**src/rtl/bnn_uart_pkg.sv**
```systemverilog
// Shared definitions for the BNN UART link.
//   uart_state_e   : frame FSM states, common to the RX and TX paths
//   UART_IDLE_LVL  : line level of an idle UART wire (mark)
//   uart_params_ok : elaboration-time legality check of the link parameters
package bnn_uart_pkg;

  typedef enum logic [1:0] {IDLE, START, DATA, STOP} uart_state_e;

  localparam logic UART_IDLE_LVL = 1'b1;

  function automatic bit uart_params_ok(input int unsigned cpb, input int unsigned data_bits,
                                        input int unsigned depth, input int unsigned margin);
    return (cpb >= 4) && ((cpb % 2) == 0) && (data_bits >= 5) && (data_bits <= 9) &&
           (depth >= 4) && ((depth & (depth - 1)) == 0) && (margin < depth);
  endfunction

endpackage

```
**src/rtl/bnn_sync_fifo.sv**
```systemverilog
// Show-ahead synchronous FIFO used as the UART RX buffer.
//   clk, rst_n : clock, asynchronous active-low reset (clears pointers)
//   push       : write push_data; ignored when full unless a pop happens in the same cycle
//   pop        : drop the head entry; ignored when empty
//   pop_data   : current head entry, zero while empty
//   full/empty : occupancy flags
//   free_cnt   : number of free entries
module bnn_sync_fifo
  import bnn_uart_pkg::*;
#(
  parameter int unsigned WIDTH = 8,
  parameter int unsigned DEPTH = 8
) (
  input  logic                     clk,
  input  logic                     rst_n,
  input  logic                     push,
  input  logic [WIDTH-1:0]         push_data,
  input  logic                     pop,
  output logic [WIDTH-1:0]         pop_data,
  output logic                     full,
  output logic                     empty,
  output logic [$clog2(DEPTH):0]   free_cnt
);

  localparam int unsigned AW = $clog2(DEPTH);
  localparam logic [AW:0] DEPTH_W = (AW + 1)'(DEPTH);

  logic [AW:0]      wr_ptr_q, rd_ptr_q;
  logic [WIDTH-1:0] mem_q [DEPTH];
  logic             do_push, do_pop;

  assign empty    = (wr_ptr_q == rd_ptr_q);
  // Same index with differing wrap bits means the write pointer lapped the read pointer.
  assign full     = (wr_ptr_q[AW] != rd_ptr_q[AW]) && (wr_ptr_q[AW-1:0] == rd_ptr_q[AW-1:0]);
  assign free_cnt = DEPTH_W - (wr_ptr_q - rd_ptr_q);
  assign pop_data = empty ? '0 : mem_q[rd_ptr_q[AW-1:0]];

  // Pop is taken first, so a push into a full FIFO succeeds when a pop happens alongside.
  assign do_pop  = pop & ~empty;
  assign do_push = push & (~full | do_pop);

  always_ff @(posedge clk or negedge rst_n) begin
    if (!rst_n) begin
      wr_ptr_q <= '0;
      rd_ptr_q <= '0;
    end else begin
      if (do_push) wr_ptr_q <= wr_ptr_q + (AW + 1)'(1);
      if (do_pop)  rd_ptr_q <= rd_ptr_q + (AW + 1)'(1);
    end
  end

  always_ff @(posedge clk) begin
    if (do_push) mem_q[wr_ptr_q[AW-1:0]] <= push_data;
  end

endmodule

```
**src/rtl/bnn_uart_link.sv**
```systemverilog
// Full-duplex UART link between the host pins and the BNN core byte streams.
// Frames are LSB first, DATA_BITS payload, no parity, one stop bit.
//   clk, rst_n          : system clock, asynchronous active-low reset (synchronous release)
//   uart_rx, uart_rts_n : host serial input and host ready-to-receive (both synchronised)
//   uart_tx, uart_cts_n : serial output and clear-to-send towards the host
//   rx_data/valid/ready : show-ahead RX FIFO head towards the core
//   tx_data/valid/ready : byte handshake from the core into the transmitter
//   frame_err           : one-cycle pulse on a bad stop bit
//   rx_overrun          : sticky, byte arrived while the RX FIFO was full
module bnn_uart_link
  import bnn_uart_pkg::*;
#(
  parameter int unsigned CLKS_PER_BIT = 16,
  parameter int unsigned DATA_BITS    = 8,
  parameter int unsigned FIFO_DEPTH   = 8,
  parameter int unsigned CTS_MARGIN   = 2
) (
  input  logic                 clk,
  input  logic                 rst_n,
  input  logic                 uart_rx,
  input  logic                 uart_rts_n,
  output logic                 uart_tx,
  output logic                 uart_cts_n,
  output logic [DATA_BITS-1:0] rx_data,
  output logic                 rx_valid,
  input  logic                 rx_ready,
  input  logic [DATA_BITS-1:0] tx_data,
  input  logic                 tx_valid,
  output logic                 tx_ready,
  output logic                 frame_err,
  output logic                 rx_overrun
);

  if (!uart_params_ok(CLKS_PER_BIT, DATA_BITS, FIFO_DEPTH, CTS_MARGIN)) begin : g_param_check
    $error("bnn_uart_link: illegal parameter set");
  end

  localparam int unsigned CW = $clog2(CLKS_PER_BIT);
  localparam int unsigned BW = $clog2(DATA_BITS + 1);
  localparam int unsigned FW = $clog2(FIFO_DEPTH) + 1;
  localparam logic [CW-1:0] HALF_BIT  = CW'(CLKS_PER_BIT / 2 - 1);
  localparam logic [CW-1:0] LAST_BIT  = CW'(CLKS_PER_BIT - 1);
  // TX stop bit leaves one cycle early: its final cycle is spent in IDLE so a
  // back-to-back handshake starts the next frame with no gap.
  localparam logic [CW-1:0] STOP_END  = CW'(CLKS_PER_BIT - 2);
  localparam logic [BW-1:0] LAST_DATA = BW'(DATA_BITS - 1);
  localparam logic [FW-1:0] CTS_LIM   = FW'(CTS_MARGIN);

  // Reset: asserted asynchronously, released through two flops.
  logic [1:0] rst_sync_q;
  logic       rst_int_n;

  always_ff @(posedge clk or negedge rst_n) begin
    if (!rst_n) rst_sync_q <= 2'b00;
    else        rst_sync_q <= {rst_sync_q[0], 1'b1};
  end
  assign rst_int_n = rst_sync_q[1];

  logic [1:0] rx_sync_q, rts_sync_q;
  logic       rx_s, rts_s;

  always_ff @(posedge clk or negedge rst_int_n) begin
    if (!rst_int_n) begin
      rx_sync_q  <= {2{UART_IDLE_LVL}};
      rts_sync_q <= 2'b11;
    end else begin
      rx_sync_q  <= {rx_sync_q[0], uart_rx};
      rts_sync_q <= {rts_sync_q[0], uart_rts_n};
    end
  end
  assign rx_s  = rx_sync_q[1];
  assign rts_s = rts_sync_q[1];

  // ---------------- RX ----------------
  uart_state_e          rx_state_q, rx_state_d;
  logic [CW-1:0]        rx_cnt_q, rx_cnt_d;
  logic [BW-1:0]        rx_bits_q, rx_bits_d;
  logic [DATA_BITS-1:0] rx_shift_q, rx_shift_d;
  logic                 rx_err_wait_q, rx_err_wait_d;
  logic                 rx_push_q, rx_push_d;
  logic                 frame_err_q, frame_err_d;
  logic                 rx_overrun_q, cts_n_q;
  logic                 fifo_full, fifo_empty;
  logic [FW-1:0]        fifo_free;

  always_comb begin
    rx_state_d    = rx_state_q;
    rx_cnt_d      = rx_cnt_q;
    rx_bits_d     = rx_bits_q;
    rx_shift_d    = rx_shift_q;
    rx_err_wait_d = rx_err_wait_q;
    rx_push_d     = 1'b0;
    frame_err_d   = 1'b0;
    case (rx_state_q)
      IDLE: begin
        if (!rx_s) begin
          rx_state_d = START;
          rx_cnt_d   = '0;
        end
      end
      START: begin
        if (rx_cnt_q == HALF_BIT) begin
          rx_cnt_d   = '0;
          rx_bits_d  = '0;
          // A start bit that is gone by mid-bit is a glitch, not a frame.
          rx_state_d = rx_s ? IDLE : DATA;
        end else begin
          rx_cnt_d = rx_cnt_q + CW'(1);
        end
      end
      DATA: begin
        if (rx_cnt_q == LAST_BIT) begin
          rx_cnt_d   = '0;
          rx_shift_d = {rx_s, rx_shift_q[DATA_BITS-1:1]};
          rx_bits_d  = rx_bits_q + BW'(1);
          if (rx_bits_q == LAST_DATA) rx_state_d = STOP;
        end else begin
          rx_cnt_d = rx_cnt_q + CW'(1);
        end
      end
      STOP: begin
        if (rx_err_wait_q) begin
          // Bad stop bit: hold off until the line returns to idle.
          if (rx_s) begin
            rx_err_wait_d = 1'b0;
            rx_state_d    = IDLE;
          end
        end else if (rx_cnt_q == LAST_BIT) begin
          if (rx_s) begin
            rx_push_d  = 1'b1;
            rx_state_d = IDLE;
          end else begin
            frame_err_d   = 1'b1;
            rx_err_wait_d = 1'b1;
          end
        end else begin
          rx_cnt_d = rx_cnt_q + CW'(1);
        end
      end
      default: rx_state_d = IDLE;
    endcase
  end

  always_ff @(posedge clk or negedge rst_int_n) begin
    if (!rst_int_n) begin
      rx_state_q    <= IDLE;
      rx_cnt_q      <= '0;
      rx_bits_q     <= '0;
      rx_shift_q    <= '0;
      rx_err_wait_q <= 1'b0;
      rx_push_q     <= 1'b0;
      frame_err_q   <= 1'b0;
      rx_overrun_q  <= 1'b0;
      cts_n_q       <= 1'b0;
    end else begin
      rx_state_q    <= rx_state_d;
      rx_cnt_q      <= rx_cnt_d;
      rx_bits_q     <= rx_bits_d;
      rx_shift_q    <= rx_shift_d;
      rx_err_wait_q <= rx_err_wait_d;
      rx_push_q     <= rx_push_d;
      frame_err_q   <= frame_err_d;
      // A pop in the same cycle makes room, so only a push against a full, unpopped FIFO overruns.
      rx_overrun_q  <= rx_overrun_q | (rx_push_q & fifo_full & ~rx_ready);
      cts_n_q       <= (fifo_free <= CTS_LIM);
    end
  end

  bnn_sync_fifo #(
    .WIDTH (DATA_BITS),
    .DEPTH (FIFO_DEPTH)
  ) u_rx_fifo (
    .clk       (clk),
    .rst_n     (rst_int_n),
    .push      (rx_push_q),
    .push_data (rx_shift_q),
    .pop       (rx_ready),
    .pop_data  (rx_data),
    .full      (fifo_full),
    .empty     (fifo_empty),
    .free_cnt  (fifo_free)
  );

  assign rx_valid   = ~fifo_empty;
  assign frame_err  = frame_err_q;
  assign rx_overrun = rx_overrun_q;
  assign uart_cts_n = cts_n_q;

  // ---------------- TX ----------------
  uart_state_e          tx_state_q, tx_state_d;
  logic [CW-1:0]        tx_cnt_q, tx_cnt_d;
  logic [BW-1:0]        tx_bits_q, tx_bits_d;
  logic [DATA_BITS-1:0] tx_shift_q, tx_shift_d;
  logic                 tx_line_q, tx_line_d;

  always_comb begin
    tx_state_d = tx_state_q;
    tx_cnt_d   = tx_cnt_q;
    tx_bits_d  = tx_bits_q;
    tx_shift_d = tx_shift_q;
    tx_line_d  = tx_line_q;
    tx_ready   = (tx_state_q == IDLE) && !rts_s;
    case (tx_state_q)
      IDLE: begin
        if (tx_valid && tx_ready) begin
          tx_state_d = START;
          tx_cnt_d   = '0;
          tx_shift_d = tx_data;
          tx_line_d  = 1'b0;
        end
      end
      START: begin
        if (tx_cnt_q == LAST_BIT) begin
          tx_state_d = DATA;
          tx_cnt_d   = '0;
          tx_bits_d  = '0;
          tx_line_d  = tx_shift_q[0];
          tx_shift_d = {1'b0, tx_shift_q[DATA_BITS-1:1]};
        end else begin
          tx_cnt_d = tx_cnt_q + CW'(1);
        end
      end
      DATA: begin
        if (tx_cnt_q == LAST_BIT) begin
          tx_cnt_d = '0;
          if (tx_bits_q == LAST_DATA) begin
            tx_state_d = STOP;
            tx_line_d  = UART_IDLE_LVL;
          end else begin
            tx_bits_d  = tx_bits_q + BW'(1);
            tx_line_d  = tx_shift_q[0];
            tx_shift_d = {1'b0, tx_shift_q[DATA_BITS-1:1]};
          end
        end else begin
          tx_cnt_d = tx_cnt_q + CW'(1);
        end
      end
      STOP: begin
        if (tx_cnt_q == STOP_END) tx_state_d = IDLE;
        else                      tx_cnt_d   = tx_cnt_q + CW'(1);
      end
      default: tx_state_d = IDLE;
    endcase
  end

  always_ff @(posedge clk or negedge rst_int_n) begin
    if (!rst_int_n) begin
      tx_state_q <= IDLE;
      tx_cnt_q   <= '0;
      tx_bits_q  <= '0;
      tx_shift_q <= '0;
      tx_line_q  <= UART_IDLE_LVL;
    end else begin
      tx_state_q <= tx_state_d;
      tx_cnt_q   <= tx_cnt_d;
      tx_bits_q  <= tx_bits_d;
      tx_shift_q <= tx_shift_d;
      tx_line_q  <= tx_line_d;
    end
  end

  assign uart_tx = tx_line_q;

endmodule

```
**config.mk**
```make
export PLATFORM = sky130hd
export DESIGN_NAME = bnn_uart_link
export DESIGN_NICKNAME = d
export VERILOG_FILES = /design/src/rtl/bnn_uart_pkg.sv /design/src/rtl/bnn_sync_fifo.sv /design/src/rtl/bnn_uart_link.sv
export SDC_FILE = /design/constraint.sdc
export NUM_CORES = 1
export LEC_CHECK = 0
export CORE_MARGIN = 3
export CORE_UTILIZATION = 40
export CTS_CLUSTER_DIAMETER = 120
export DETAILED_ROUTE_END_ITERATION = 6
export PLACE_DENSITY_LB_ADDON = 0.15
export SLEW_MARGIN = 0
export SYNTH_ARGS = -nofsm -noshare
export SYNTH_HDL_FRONTEND = slang
export SYNTH_SLANG_ARGS = --single-unit
```
**constraint.sdc**
```tcl
create_clock -name clk -period 2.4 [get_ports clk]
set_input_delay 0.6 -clock clk [delete_from_list [all_inputs] [get_ports clk]]
set_output_delay 0.6 -clock clk [all_outputs]
set_load 0.005 [all_outputs]
```
After elaboration in Yosys (flattened, before gate mapping)
Memory sizes are Yosys's and may differ from the RTL's. Cells that the tools add are included.

RAM bits: 64. Output and inout port bits: 14. Flip-flop bits (word level): 56. Word-level logic and storage cells: 140. Memories kept: 1.

Memory list: u_rx_fifo.mem_q (words 8, width 8, read ports 1, clocked after memory_dff 0, wr ports 1, line bnn_sync_fifo.sv:29) `logic [WIDTH-1:0] mem_q [DEPTH];`.

Reduce and logical (&&, ||, !) cells: 19. Eq/ne operators: 29. Magnitude comparators: 1. Bitwise operators: 9. Mux-type cells: 54. $add $sub $neg: 8.

Operators by type and width (count): 2-to-1 mux 4 bit (13); 2-to-1 mux 8 bit (5); 2-to-1 mux 2 bit (13); adder 4 x 1 -> 4 bit, second input constant (6); inequality test 2 bit, second input constant (12); one-hot mux 8 bit (3 select lines) (1); one-hot mux 2 bit (4 select lines) (2); one-hot mux 4 bit (2 select lines) (2); one-hot mux 4 bit (4 select lines) (1); 2-to-1 mux 1 bit (15); AND reduction 5 bit (3); equality test 4 x 3 -> 1 bit, second input constant (3); equality test 4 bit, second input constant (3); one-hot mux 4 bit (3 select lines) (1); equality test 2 bit, second input constant (4); AND reduction 4 bit (2); AND reduction 3 bit (2); AND 1 bit (4); equality test 2 x 1 -> 1 bit, second input constant (2); equality test 4 bit (1); <= comparator 4 x 2 -> 1 bit, second input constant (1); logical NOT 2 bit (2); AND reduction 2 bit (2); nonzero test 2 bit (2); other kinds (13) (18).

Depth between registers and ports, before layout
Gate-level depths: netlist (run 1).

Word-level depth: 7. Gate-level depth with buffers: 11. Mapped depth without buffers: 9.

Modules after synthesis
Synthesis (run 1) repeated with hierarchy kept, for this count alone.

Cell total of the unflattened synthesis: 406. Area total of the unflattened synthesis: 5517.8 µm².

By module, submodules not included: bnn_sync_fifo (cells an instance 192, times used 1, seq. area each 2122.0 µm², area an instance 3101.7 µm²); bnn_uart_link (cells an instance 214, times used 1, seq. area each 1207.4 µm², area an instance 2416.1 µm²).

Worst setup path after synthesis (run 1)
No wires, ideal clock.

Path type: register to register. Start: register u_rx_fifo.rd_ptr_q[0]. End: memory u_rx_fifo.mem_q[2][0] (enable). Path buffers: 2. Path slack: -0.116 ns. Stages on the path, launching flop included: 8. Library setup time: 0.395 ns. Data arrival time: 2.121 ns. Cells stage by stage: dfrtp_1 > buf_4 > buf_6 > inv_1 > ha_1 > nand3_1 > nor3_2 > nor4_1.

Longest elaborated chain between the ends: 7. Elaborated cells on any way between the ends: 10. Those cells by class: 2 x eq/ne; 2 x mux; 5 x bitwise; 1 x reduce/logical.

RTL lines: from (decl) (line bnn_sync_fifo.sv:28) `logic [AW:0] wr_ptr_q, rd_ptr_q;`; from (signal assigned) (line bnn_sync_fifo.sv:48) `if (do_pop) rd_ptr_q <= rd_ptr_q + (AW + 1)'(1);`; equality test 4 bit / equality test 3 bit (equally long branches) (line bnn_sync_fifo.sv:32, bnn_sync_fifo.sv:34); inverter 1 bit / logical AND 1 bit (equally long branches) (line bnn_sync_fifo.sv:39, bnn_sync_fifo.sv:34); AND 1 bit / inverter 1 bit (equally long branches) (line bnn_sync_fifo.sv:39, bnn_sync_fifo.sv:40); OR 1 bit (*) (line bnn_sync_fifo.sv:40) `assign do_push = push & (~full | do_pop);`; AND 1 bit (*) (line bnn_sync_fifo.sv:40); 2-to-1 mux 1 bit (*) (line bnn_sync_fifo.sv:53) `if (do_push) mem_q[wr_ptr_q[AW-1:0]] <= push_data;`; 2-to-1 mux 1 bit (implied by the code) (*) (line bnn_sync_fifo.sv:53); to (decl) (line bnn_sync_fifo.sv:29).

Mark *: on every way between the ends. The rest lies on a longest branch, timed or not.

Worst setup path after layout (run 1)
Start: register u_rx_fifo.rd_ptr_q[0]. End: output port rx_data[6].

Longest elaborated chain between the ends: 2. Elaborated cells on any way between the ends: 3. Those cells by class: 1 x eq/ne; 1 x mux; 1 x memory.

RTL lines: memory read (8 x 8 bit) / equality test 4 bit (equally long branches); 2-to-1 mux 8 bit (*) (line bnn_sync_fifo.sv:36) `assign pop_data = empty ? '0 : mem_q[rd_ptr_q[AW-1:0]];`; to (decl) (line bnn_uart_link.sv:24) `output logic [DATA_BITS-1:0] rx_data,`.

Marked as above.

==> report_table.html, run 1 <==
<table>
<tr><th>Metric</th><th>Value</th></tr>
<tr><th colspan="2">Floorplanning</th></tr>
<tr><td>Initial Util</td><td>0.419</td></tr>
<tr><td>Number of top-level design ports</td><td>28</td></tr>
<tr><td>Core region area</td><td>roughly 13,000 um2</td></tr>
<tr><td>Die area</td><td>about 15,000 um2</td></tr>
<tr><td>Number of core rows</td><td>41</td></tr>
<tr><td>Die outline width</td><td>122 um</td></tr>
<tr><td>Die height</td><td>around 120 um</td></tr>
<tr><th colspan="2">Worst setup path</th></tr>
<tr><td>Crit path required time</td><td>roughly 1800 ps</td></tr>
<tr><td>Worst path slowest cell</td><td>sky130_fd_sc_hd__dfrtp_2</td></tr>
<tr><td>Largest fanout of any net on the critical path</td><td>6</td></tr>
<tr><td>Arr. time, crit path</td><td>between 1500 and 2000 ps</td></tr>
<tr><td>Startpoint types</td><td>register</td></tr>
<tr><td>CP bufs+invs</td><td>4</td></tr>
<tr><td>Worst setup path class</td><td>reg2out</td></tr>
<tr><td>Highest cell delay on the worst timing path</td><td>~430 ps</td></tr>
<tr><td>Cell repeated most along the worst path</td><td>sky130_fd_sc_hd__buf_12</td></tr>
<tr><td>Cell-by-cell trace of the critical path</td><td>buf_12, buf_12, buf_4, mux4_2, mux2i_1, nor2_1, buf_2</td></tr>
<tr><td>Kind of end point of the critical path</td><td>output pin</td></tr>
<tr><td>Delay-heaviest family, CP</td><td>multiplexers</td></tr>
<tr><th colspan="2">Logic synthesis</th></tr>
<tr><td>Synthesized cell area</td><td>5420 um2</td></tr>
<tr><td>Flip-flop and latch count after synthesis</td><td>120</td></tr>
<tr><td>Fraction of synthesis flops using an asynchronous set or reset pin</td><td>0.467</td></tr>
<tr><td>Post-Synthesis Mean Instance Area</td><td>about 14 um2</td></tr>
<tr><td>Commonest register cell after synthesis</td><td>sky130_fd_sc_hd__edfxtp_1</td></tr>
<tr><td>Count of different cell masters after synthesis</td><td>between 60 and 70</td></tr>
<tr><td>Sequential-to-total area share from yosys stat</td><td>0.615</td></tr>
<tr><td>Number of nets in the synthesized netlist</td><td>between 400 and 500</td></tr>
<tr><td>Post-synth EDFFs</td><td>64</td></tr>
<tr><td>Number of standard cells after synthesis</td><td>380</td></tr>
<tr><td>Yosys warns</td><td>0</td></tr>
<tr><th colspan="2">Drt</th></tr>
<tr><td>Detailed Route Iter0 Violations</td><td>approximately 190</td></tr>
<tr><td>Routed wire length</td><td>approximately 10 mm</td></tr>
<tr><td>First-pass iteration count of the detailed router</td><td>4</td></tr>
<tr><td>Average routed wire per standard cell</td><td>about 16 um</td></tr>
<tr><td>Routed vias</td><td>approximately 3,300</td></tr>
<tr><td>Post-DR vias/cell</td><td>a little over 5</td></tr>
<tr><td>Count of antenna-violating nets left after detailed routing</td><td>0</td></tr>
<tr><td>Number of remaining DRC errors</td><td>0</td></tr>
<tr><th colspan="2">Pwr</th></tr>
<tr><td>Internal power summed over all cells</td><td>5.32 mW</td></tr>
<tr><td>Standby leakage power</td><td>~2.8 nW</td></tr>
<tr><td>Switching power</td><td>around 2.2 mW</td></tr>
<tr><td>Maximum resistive drop on vdd</td><td>slightly below 500 uV</td></tr>
<tr><td>Switch share</td><td>0.291</td></tr>
<tr><td>Ratio of total power to cell area</td><td>~1100 nW/um2</td></tr>
<tr><td>Part of the power in registers</td><td>0.353</td></tr>
<tr><td>Combinational cell fraction of total power</td><td>0.313</td></tr>
<tr><td>Clock power share</td><td>0.334</td></tr>
<tr><th colspan="2">Clock tree</th></tr>
<tr><td>CTS H-tree depth</td><td>4</td></tr>
<tr><td>Number of sinks on the clock net</td><td>120</td></tr>
<tr><td>Total CTS buffers</td><td>17</td></tr>
<tr><td>Worst skew pair latency</td><td>about 400 ps</td></tr>
<tr><td>Clock-pin slew reported for the worst setup and hold paths after clock tree synthesis</td><td>60 ps</td></tr>
<tr><td>Cts-stage hold buffer count</td><td>0</td></tr>
<tr><td>Max Buffers Root-to-Sink</td><td>2</td></tr>
<tr><td>Clock root buffer</td><td>sky130_fd_sc_hd__clkbuf_16</td></tr>
<tr><td>TritonCTS clock tree</td><td>built</td></tr>
<tr><th colspan="2">STA</th></tr>
<tr><td>Final count of pins violating max slew</td><td>0</td></tr>
<tr><td>Minimum clock period after layout</td><td>2570 ps</td></tr>
<tr><td>Achievable Freq</td><td>0.389 GHz</td></tr>
<tr><td>Hold Violations, Final</td><td>0</td></tr>
<tr><td>Hold WS</td><td>about 140 ps</td></tr>
<tr><td>Worst path setup slack after routing</td><td>-170 ps</td></tr>
<tr><td>Ratio of final minimum period to clock period</td><td>1.07</td></tr>
<tr><td>Setup repair after global routing missed its margin</td><td>yes</td></tr>
<tr><td>Total Negative Setup Slacks</td><td>-1180 ps</td></tr>
<tr><td>Worst clock skew on the final layout</td><td>between 5 and 6 ps</td></tr>
<tr><td>Worst slew margin relative to its limit</td><td>0.449</td></tr>
<tr><td>Worst-margin pin slew</td><td>~820 ps</td></tr>
<tr><td># setup viols final</td><td>9</td></tr>
<tr><th colspan="2">Run status</th></tr>
<tr><td>Failing checks</td><td>negative setup slack</td></tr>
<tr><td>Run status</td><td>complete, but fails checks</td></tr>
<tr><th colspan="2">Placement</th></tr>
<tr><td>Final GP Congestion</td><td>0.783</td></tr>
<tr><td>Count of buffers from port buffering</td><td>27</td></tr>
<tr><td>Placed cell count</td><td>roughly 590</td></tr>
<tr><td>Post-detailed-placement half-perimeter wirelength</td><td>6.40 mm</td></tr>
<tr><th colspan="2">Cells and area</th></tr>
<tr><td>Most common library cell in the layout ignoring fill and taps</td><td>sky130_fd_sc_hd__edfxtp_1</td></tr>
<tr><td>Commonest cells after routing, fill and taps aside</td><td>sky130_fd_sc_hd__edfxtp_1, sky130_fd_sc_hd__dfrtp_1, sky130_fd_sc_hd__buf_4</td></tr>
<tr><td>Non-filler cells, final</td><td>635</td></tr>
<tr><td>Diodes inserted</td><td>0</td></tr>
<tr><td>Area added between synthesis and finish</td><td>25.2%</td></tr>
<tr><td>Count of nets after finishing</td><td>approximately 480</td></tr>
<tr><td>Share of post-route cells with drive strength above 1</td><td>0.270</td></tr>
<tr><td>Final design utilization</td><td>0.524</td></tr>
<tr><th colspan="2">GRT</th></tr>
<tr><td>Pin count of the biggest net entering global routing</td><td>46</td></tr>
<tr><td>Number of antenna violations at the first check in global routing</td><td>0</td></tr>
<tr><td>Number of global-route vias before repair</td><td>3,318</td></tr>
<tr><td>Aggregate global-route resource usage</td><td>0.153</td></tr>
<tr><td>First-pass GRT wire length</td><td>between 15 and 20 mm</td></tr>
<tr><td>GRT Residual Overflow</td><td>0</td></tr>
<tr><th colspan="2">Job</th></tr>
<tr><td>Max-cap violations</td><td>0</td></tr>
<tr><th colspan="2">Worst hold path</th></tr>
<tr><td>Class of the tightest hold or removal check</td><td>reg2async</td></tr>
</table>
-- cell families (layout without fill, tap and decap cells) --
logic type / count (synthesis) / in the layout / share of synthesized area
xor gates and xnor gates: 9 / 9 / 0.0159
adders and majority gates: 18 / 18 / 0.0430
DFF: 120 / 120 / 0.615
buffers and inverters: 33 / 115 / 0.0303
and+or+nand+nor: 97 / 98 / 0.0903
AOI/OAI and AO/OA: 50 / 50 / 0.0652
other: 1 / 1 / 0.000692
muxes: 52 / 52 / 0.140
-- sequential cells by signal, indices dropped and copies added (netlist names), named ones only --
register,flops
u_rx_fifo.wr_ptr_q,4
rx_sync_q,2
uart_cts_n,1
tx_bits_q,4
u_rx_fifo.mem_q,64
rst_sync_q,2
rx_cnt_q,4
rx_state_q,1
uart_tx,1
rts_sync_q,2
rx_bits_q,4
u_rx_fifo.rd_ptr_q,4
rx_shift_q,8
rx_err_wait_q,1
frame_err,1
rx_overrun,1
tx_shift_q,8
tx_state_q,2
tx_cnt_q,4
rx_push_q,1
-- stage by stage --
step	total power, mW	worst slack, ps	area [um2]
finish	7.51	-170	6780
global route	7.93	-243	6780
CTS	7.52	-183	6710
detailed placement	4.76	-4.47	6010
global placement	4.69	12.0	6010
floorplan	4.01	-116	5420
-- Yosys cell counts (8+ instances only) --
| cell type | number | area share |
|---|---|---|
| sky130_fd_sc_hd__edfxtp_1 | 64 | 0.35 |
| sky130_fd_sc_hd__dfrtp_1 | 51 | 0.24 |
| sky130_fd_sc_hd__nor2_1 | 26 | 0.018 |
| sky130_fd_sc_hd__nand2_1 | 21 | 0.015 |
| sky130_fd_sc_hd__inv_1 | 18 | 0.012 |
| sky130_fd_sc_hd__ha_1 | 17 | 0.039 |
| sky130_fd_sc_hd__mux2_1 | 16 | 0.033 |
| sky130_fd_sc_hd__mux4_2 | 16 | 0.067 |
| sky130_fd_sc_hd__nand3_1 | 15 | 0.014 |
| sky130_fd_sc_hd__a21oi_1 | 11 | 0.010 |
| sky130_fd_sc_hd__mux2i_1 | 10 | 0.018 |
| sky130_fd_sc_hd__mux2_2 | 9 | 0.019 |
| sky130_fd_sc_hd__o21ai_0 | 9 | 0.0083 |
| sky130_fd_sc_hd__nor3_1 | 8 | 0.0074 |
-- worst register-to-register path, cell delays in order, from the launching register on --
cell                      delay, ps
sky130_fd_sc_hd__dfrtp_2        430
sky130_fd_sc_hd__buf_4          140
sky130_fd_sc_hd__buf_6          110
sky130_fd_sc_hd__buf_6          120
sky130_fd_sc_hd__inv_4           50
sky130_fd_sc_hd__ha_4           210
sky130_fd_sc_hd__nand3_1        140
sky130_fd_sc_hd__o31ai_2        100
sky130_fd_sc_hd__nor2_1         640
-- final timing paths --
path | end | slack, ps | depth (start not counted) | start
worst min-delay path | uart_cts_n | 140 | 0 | rst_sync_q[1]
worst min register to register | uart_cts_n | 140 | 0 | rst_sync_q[1]
max in group asynchronous | rts_sync_q[1] | 1670 | 1 | rst_sync_q[1]
worst max register to register | u_rx_fifo.mem_q[7][7] | 100 | 8 | u_rx_fifo.rd_ptr_q[0]
min in group clk | rst_sync_q[1] | 350 | 0 | rst_sync_q[0]
worst max-delay path | rx_data[6] | -170 | 7 | u_rx_fifo.rd_ptr_q[0]
-- what timing repair did --
item | 4_1_cts | 5_1_grt
setup buffers | 7 | 8
cloned | 2 | 0
pin swaps | 7 | 7
setup endpoints to repair | 10 | 10
resized for setup | 47 | 8
-- power groups by stage --
stage / Clock [mW] / Combinational, mW / Sequential (mW)
floorplan: 0 / 1.42 / 2.59
global placement: 0 / 2.02 / 2.67
global route: 2.66 / 2.59 / 2.68
CTS: 2.56 / 2.31 / 2.65
finish: 2.51 / 2.35 / 2.65
detailed placement: 0 / 2.08 / 2.67
-- per-layer routing --
layer | vias up | routed length (um) | GRT usage
met1 | 1641 | 4730 | 0.197
met2 | 66 | 5150 | 0.243
met4 | 0 | 119 | 0.0651
li1 | 1574 | - | -
met3 | 9 | 474 | 0.0433
met5 | - | 0 | 0
-- final cells by class --
type                    count  area [um2]
flip-flops and latches    120        3330
inverters                  19        78.8
repair buffers             64         604
clock buffers              19         433
clock inverters            13         154
well taps                 172         215
multi-input cells         228        1960
fillers                  1116        6150
(Power assumes the default switching activity.)
==> inputs of run 2 (changes only) <==
--- a/config.mk
+++ b/config.mk
@@ -5,6 +5,7 @@
 export SDC_FILE = /design/constraint.sdc
 export NUM_CORES = 1
 export LEC_CHECK = 0
+export CAP_MARGIN = 10
 export CORE_MARGIN = 3
 export CORE_UTILIZATION = 40
 export CTS_CLUSTER_DIAMETER = 120
==> results of run 2 <==
No change in the layout: final DEF, timing and power equal those of run 1.
==> patch 1, RTL diff (flow settings as in run 2) <==
Change the parameter `FIFO_DEPTH` from 8 to 4.
--- a/src/rtl/bnn_uart_link.sv
+++ b/src/rtl/bnn_uart_link.sv
@@ -12,7 +12,7 @@
 #(
   parameter int unsigned CLKS_PER_BIT = 16,
   parameter int unsigned DATA_BITS    = 8,
-  parameter int unsigned FIFO_DEPTH   = 8,
+  parameter int unsigned FIFO_DEPTH   = 4,
   parameter int unsigned CTS_MARGIN   = 2
 ) (
   input  logic                 clk,
Behaviour: no difference found for any inputs over 10 cycles, from zero or initial values and one cycle with rst_n low; that may be too few to reach the edited logic, so the function may still have changed.
==> patch 1 against run 2 <==
The flow still finishes with violations (setup timing). Routed wire length shrank 32%. Area after synthesis shrank 26%. Sequential cell count shrank 34. Power shrank 34%. Count of clock-buffer cells in the layout shrank 10. Non-clock buffer count shrank 9. Cell area shrank 28%. Worst setup slack gained 0.13 ns. Critical endpoint is now rx_data[7]. Largest power group unchanged.
==> patch 1: results (changes against run 2) <==
** Outcome
- The flow ran to the end, but the final reports show violations.
- The checks that failed: setup timing.

** STA
- The worst setup skew after layout is 0.0165 ns (+0.0107 ns).
- Worst setup slack after layout :: -0.0414 ns (+0.129 ns)
- Final number of setup-violating endpoints :: 4 (-5)
- The post-route worst hold slack came to 0.360 ns (+0.216 ns).

** Cells and area
- The number of fill cells came to 860 (-23%).
- Non-CTS inverters :: 14 (-5)
- Core occupancy in the finished layout :: 52.0% (-0.49 points)
- Layout clock area frac :: 4.02% (-4.6 points)
- The flip-flop count of the largest register, all copies and words added is 32 (-50%).

** Routing
- The met2 wire length was 3.43 mm (-33%).
- Number of vias per cell after detailed routing :: 5.11 (-1.3%)
- The met3 wire length came to 304 um (-36%).
- Wire length after detailed routing :: 7.14 mm (-32%)

** Power
- The sequential logic power is 0.00201 W (-24%).
- The combinational fraction of design power was 39.2% (+7.9 points).
- The switching power share of the total came to 33.3% (+4.2 points).

** Placement
- The estimated wirelength of the detail-placed design came to 4.64 mm (-27%).
- Global placement routability congestion :: 0.779 (-0.56%)
- Post-placement worst setup slack :: 0.0322 ns (+0.0367 ns)

** Logic synthesis
- Part of the Yosys area used for sequential elements :: 58.0% (-3.5 points)
- Adder-cell area share of the yosys netlist :: 5.63% (+1.3 points)
- Number of enable-type register cells in the synthesized netlist :: 32 (-50%)
- The count of state elements after synthesis came to 86 (-28%).
- The xor and xnor area share after synthesis was 1.53% (-0.061 points).
- After synthesis, the cell types taking the most area are sky130_fd_sc_hd__dfrtp_1 31%, sky130_fd_sc_hd__edfxtp_1 24%, sky130_fd_sc_hd__ha_1 5.6%.

** GRT
- Global-route wire length before repair :: 12.2 mm (-29%)
- Pin count of the biggest net entering global routing :: 38 (-17%)
- The routing usage on met2 came to 21.5% (-2.8 points).

** Setup path
- The worst register-to-register path begins at tx_state_q[0]$_DFFE_PN0P_.
- The highest cell delay on the worst timing path came to 0.45 ns (+0.02 ns).

** Clock network
- Clk_lat worst skew :: 0.35 ns (-0.06 ns)
[patch 1: changes by cell type in the layout (fill, tap and decap cells not counted), moves of 5 or more]
cell,delta
sky130_fd_sc_hd__edfxtp_1,-32
sky130_fd_sc_hd__clkbuf_16,-16
sky130_fd_sc_hd__nor2_1,-16
sky130_fd_sc_hd__a21oi_1,+12
sky130_fd_sc_hd__mux2_1,-12
sky130_fd_sc_hd__clkbuf_8,+9
sky130_fd_sc_hd__mux4_2,-8
sky130_fd_sc_hd__and2_4,+7
sky130_fd_sc_hd__buf_2,-7
sky130_fd_sc_hd__buf_4,-7
sky130_fd_sc_hd__nand2_1,-5
[patch 1: through the flow]
stage	std cells	setup TNS, ns
2_1_floorplan	312	0
3_3_place_gp	469	0
3_5_place_dp	469	0
6_report	500	-0.126
4_1_cts	495	-0.544
5_1_grt	500	-0.519
[patch 1: what timing repair did]
action                                 CTS  global route
gates resized for setup                 38            22
pin swaps                                3             4
setup endpoints to repair               10             9
endpoints found under the hold margin    0             0
setup buffers                            8             5
cloned                                   2             0
==> patch 2, RTL diff (settings of run 2) <==
Without the edit above. Reset style: synchronous (`rst_int_n` and `rst_n`), changed in 5 clocked blocks. Comments in the files are not updated.
--- a/src/rtl/bnn_sync_fifo.sv
+++ b/src/rtl/bnn_sync_fifo.sv
@@ -39,7 +39,7 @@
   assign do_pop  = pop & ~empty;
   assign do_push = push & (~full | do_pop);
 
-  always_ff @(posedge clk or negedge rst_n) begin
+  always_ff @(posedge clk) begin
     if (!rst_n) begin
       wr_ptr_q <= '0;
       rd_ptr_q <= '0;
--- a/src/rtl/bnn_uart_link.sv
+++ b/src/rtl/bnn_uart_link.sv
@@ -50,7 +50,7 @@
   logic [1:0] rst_sync_q;
   logic       rst_int_n;
 
-  always_ff @(posedge clk or negedge rst_n) begin
+  always_ff @(posedge clk) begin
     if (!rst_n) rst_sync_q <= 2'b00;
     else        rst_sync_q <= {rst_sync_q[0], 1'b1};
   end
@@ -59,7 +59,7 @@
   logic [1:0] rx_sync_q, rts_sync_q;
   logic       rx_s, rts_s;
 
-  always_ff @(posedge clk or negedge rst_int_n) begin
+  always_ff @(posedge clk) begin
     if (!rst_int_n) begin
       rx_sync_q  <= {2{UART_IDLE_LVL}};
       rts_sync_q <= 2'b11;
@@ -141,7 +141,7 @@
     endcase
   end
 
-  always_ff @(posedge clk or negedge rst_int_n) begin
+  always_ff @(posedge clk) begin
     if (!rst_int_n) begin
       rx_state_q    <= IDLE;
       rx_cnt_q      <= '0;
@@ -243,7 +243,7 @@
     endcase
   end
 
-  always_ff @(posedge clk or negedge rst_int_n) begin
+  always_ff @(posedge clk) begin
     if (!rst_int_n) begin
       tx_state_q <= IDLE;
       tx_cnt_q   <= '0;
Function: differs if rst_n is asserted again (counterexample within 10 cycles, from zero or initial values and one cycle with rst_n low); with rst_n held inactive, the same outputs for 10 cycles.
==> patch 2 against run 2 <==
Global-route usage fell by 0.36 points. The flow still finishes with violations (setup timing). Non-clock buffer count rose by 5. Largest cell class unchanged. Routed wire length fell by 3.0%. Sequential cell count rose by 3. Area after synthesis fell by 1.5%. Worst setup slack improved by 0.15 ns. Highest routed layer unchanged. Cell area fell by 1.9%. Register-to-register slack improved by 0.19 ns.
Power is not compared: it rests on default switching activity, and its combinational part moved more than twofold at a synthesized area within 25%.
==> patch 2: results (changes against run 2) <==
** Logic synthesis
- The fraction of synthesis flops using an asynchronous set or reset pin was 0% (-47 points).
- List of most frequent post-synthesis cells :: 64 x sky130_fd_sc_hd__edfxtp_1, 59 x sky130_fd_sc_hd__dfxtp_1, 45 x sky130_fd_sc_hd__nand2_1
- Mean Syn Cell Area :: 12.5 um2 (-12%)
- Ranked by total cell area, the synthesized netlist is headed by sky130_fd_sc_hd__edfxtp_1 36%, sky130_fd_sc_hd__dfxtp_1 22%, sky130_fd_sc_hd__mux4_2 6.8%.
- The sequential element share of the synthesized area came to 58.2% (-3.3 points).
- Net count after synthesis :: 458 (+11%)

** Setup path
- The minimum setup slack among reg-to-reg paths came to 0.29 ns (+0.19 ns).
- Maximum fanout count along the critical path :: 3 (-3)
- Capture point of the critical path :: rx_data[2]
- The endpoint identified for the worst register-to-register timing path is u_rx_fifo.mem_q[2][0]$_DFFE_PP_.
- Slowest cell on crit path :: sky130_fd_sc_hd__mux4_2
- The highest cell delay on the worst timing path came to 0.48 ns (+0.05 ns).
- In this run the critical register-to-register path is launched from u_rx_fifo.rd_ptr_q[0]$_SDFFE_PN0P_.
- Data arrival time of the critical path :: 1.82 ns (-0.15 ns)

** STA
- Slew margin rel. :: 57.4% (+12 points)
- Sum of negative setup slack :: -0.0173 ns (+1.17 ns)
- Worst setup slack after layout :: -0.0173 ns (+0.153 ns)
- The count of endpoints failing setup in the final report is 1 (-8).

** Outcome
- The run finished, with violations left.
- The checks that failed: setup timing.

** Placement
- The final estimated routing congestion in global placement is 0.770 (-1.7%).
- Placed insts :: 639 (+9.0%)
- Placement Cell Area :: 6010 um2 (about the same)
- Post-placement worst setup slack :: -0.134 ns (-0.129 ns)

** Cells and area
- Finished Layout Cells :: 677 (+6.6%)
- Share of layout cells above drive strength 1 :: 24.2% (-2.8 points)
- The total number of nets in the final design is 524 (+8.7%).
- Layout filler cell count :: 1,118 (+0.18%)

** Routing
- Number of DRC markers after the initial detailed-route iteration :: 196 (+1.0%)
- The via count came to 3,426 (+4.1%).
- Wire length after detailed routing :: 10.2 mm (-3.0%)

** GRT
- The wire length of the first global-routing pass came to 17.0 mm (-1.2%).
- Number of global-route vias before repair :: 3,437 (+3.6%)

** Min path
- The tightest min-delay check is of the flip-flop to flip-flop type.
==> patch 2: cell count changes in the layout (fill, tap and decap cells not counted), moves of 6 or more <==
cell                              run 2  this run
sky130_fd_sc_hd__nand2_1             21        45
sky130_fd_sc_hd__clkbuf_1             2         9
sky130_fd_sc_hd__mux2i_1             10        18
sky130_fd_sc_hd__dfrtp_1             49         0
sky130_fd_sc_hd__dfxtp_1              0        55
sky130_fd_sc_hd__mux2_2               9         1
sky130_fd_sc_hd__buf_4               26        35
sky130_fd_sc_hd__a311oi_1             0         6
sky130_fd_sc_hd__mux2_1              16         0
sky130_fd_sc_hd__a21oi_1             11        25
==> patch 2: critical path, delay by kind of cell, from the launching register on <==
kind	cells	cell delay (ns)
buf+inv	3	0.34
simple gates	1	0.06
flops	1	0.38
mux	2	0.65
==> patch 2: final cells by class <==
class                      count  area (um2)  share of cell area, %
inverter                      15        56.3                  0.846
timing repair buffer          69         611                   9.18
tap                          172         215                   3.23
clock buffer                  29         500                   7.52
multi-input combinational    266        2140                   32.2
clock inverter                 3        17.5                  0.263
sequential                   123        3110                   46.7
==> patch 2: logic make-up after synthesis <==
kind of cell,count (synthesis),synth area share [%]
compound gates,69,9.59
fa+ha+maj,18,4.36
buf+inv,37,3.19
simple gates,135,12.7
xor+xnor,9,1.62
mux,35,10.3
flops,123,58.2
==> patch 2: per-layer routing <==
metal,up-vias,track usage (%),wire (um)
met4,0,4.62,81
li1,1722,-,-
met2,49,22.8,4780
met1,1648,20.4,4930
met3,7,4.71,363
met5,-,0,0
==> patch 2: repair_timing <==
action,CTS,global route
pin swaps,8,5
resized for setup,46,8
buffers inserted,6,1
cloned,1,0
endpoints found under the hold margin,0,0
setup endpoints to repair,10,10
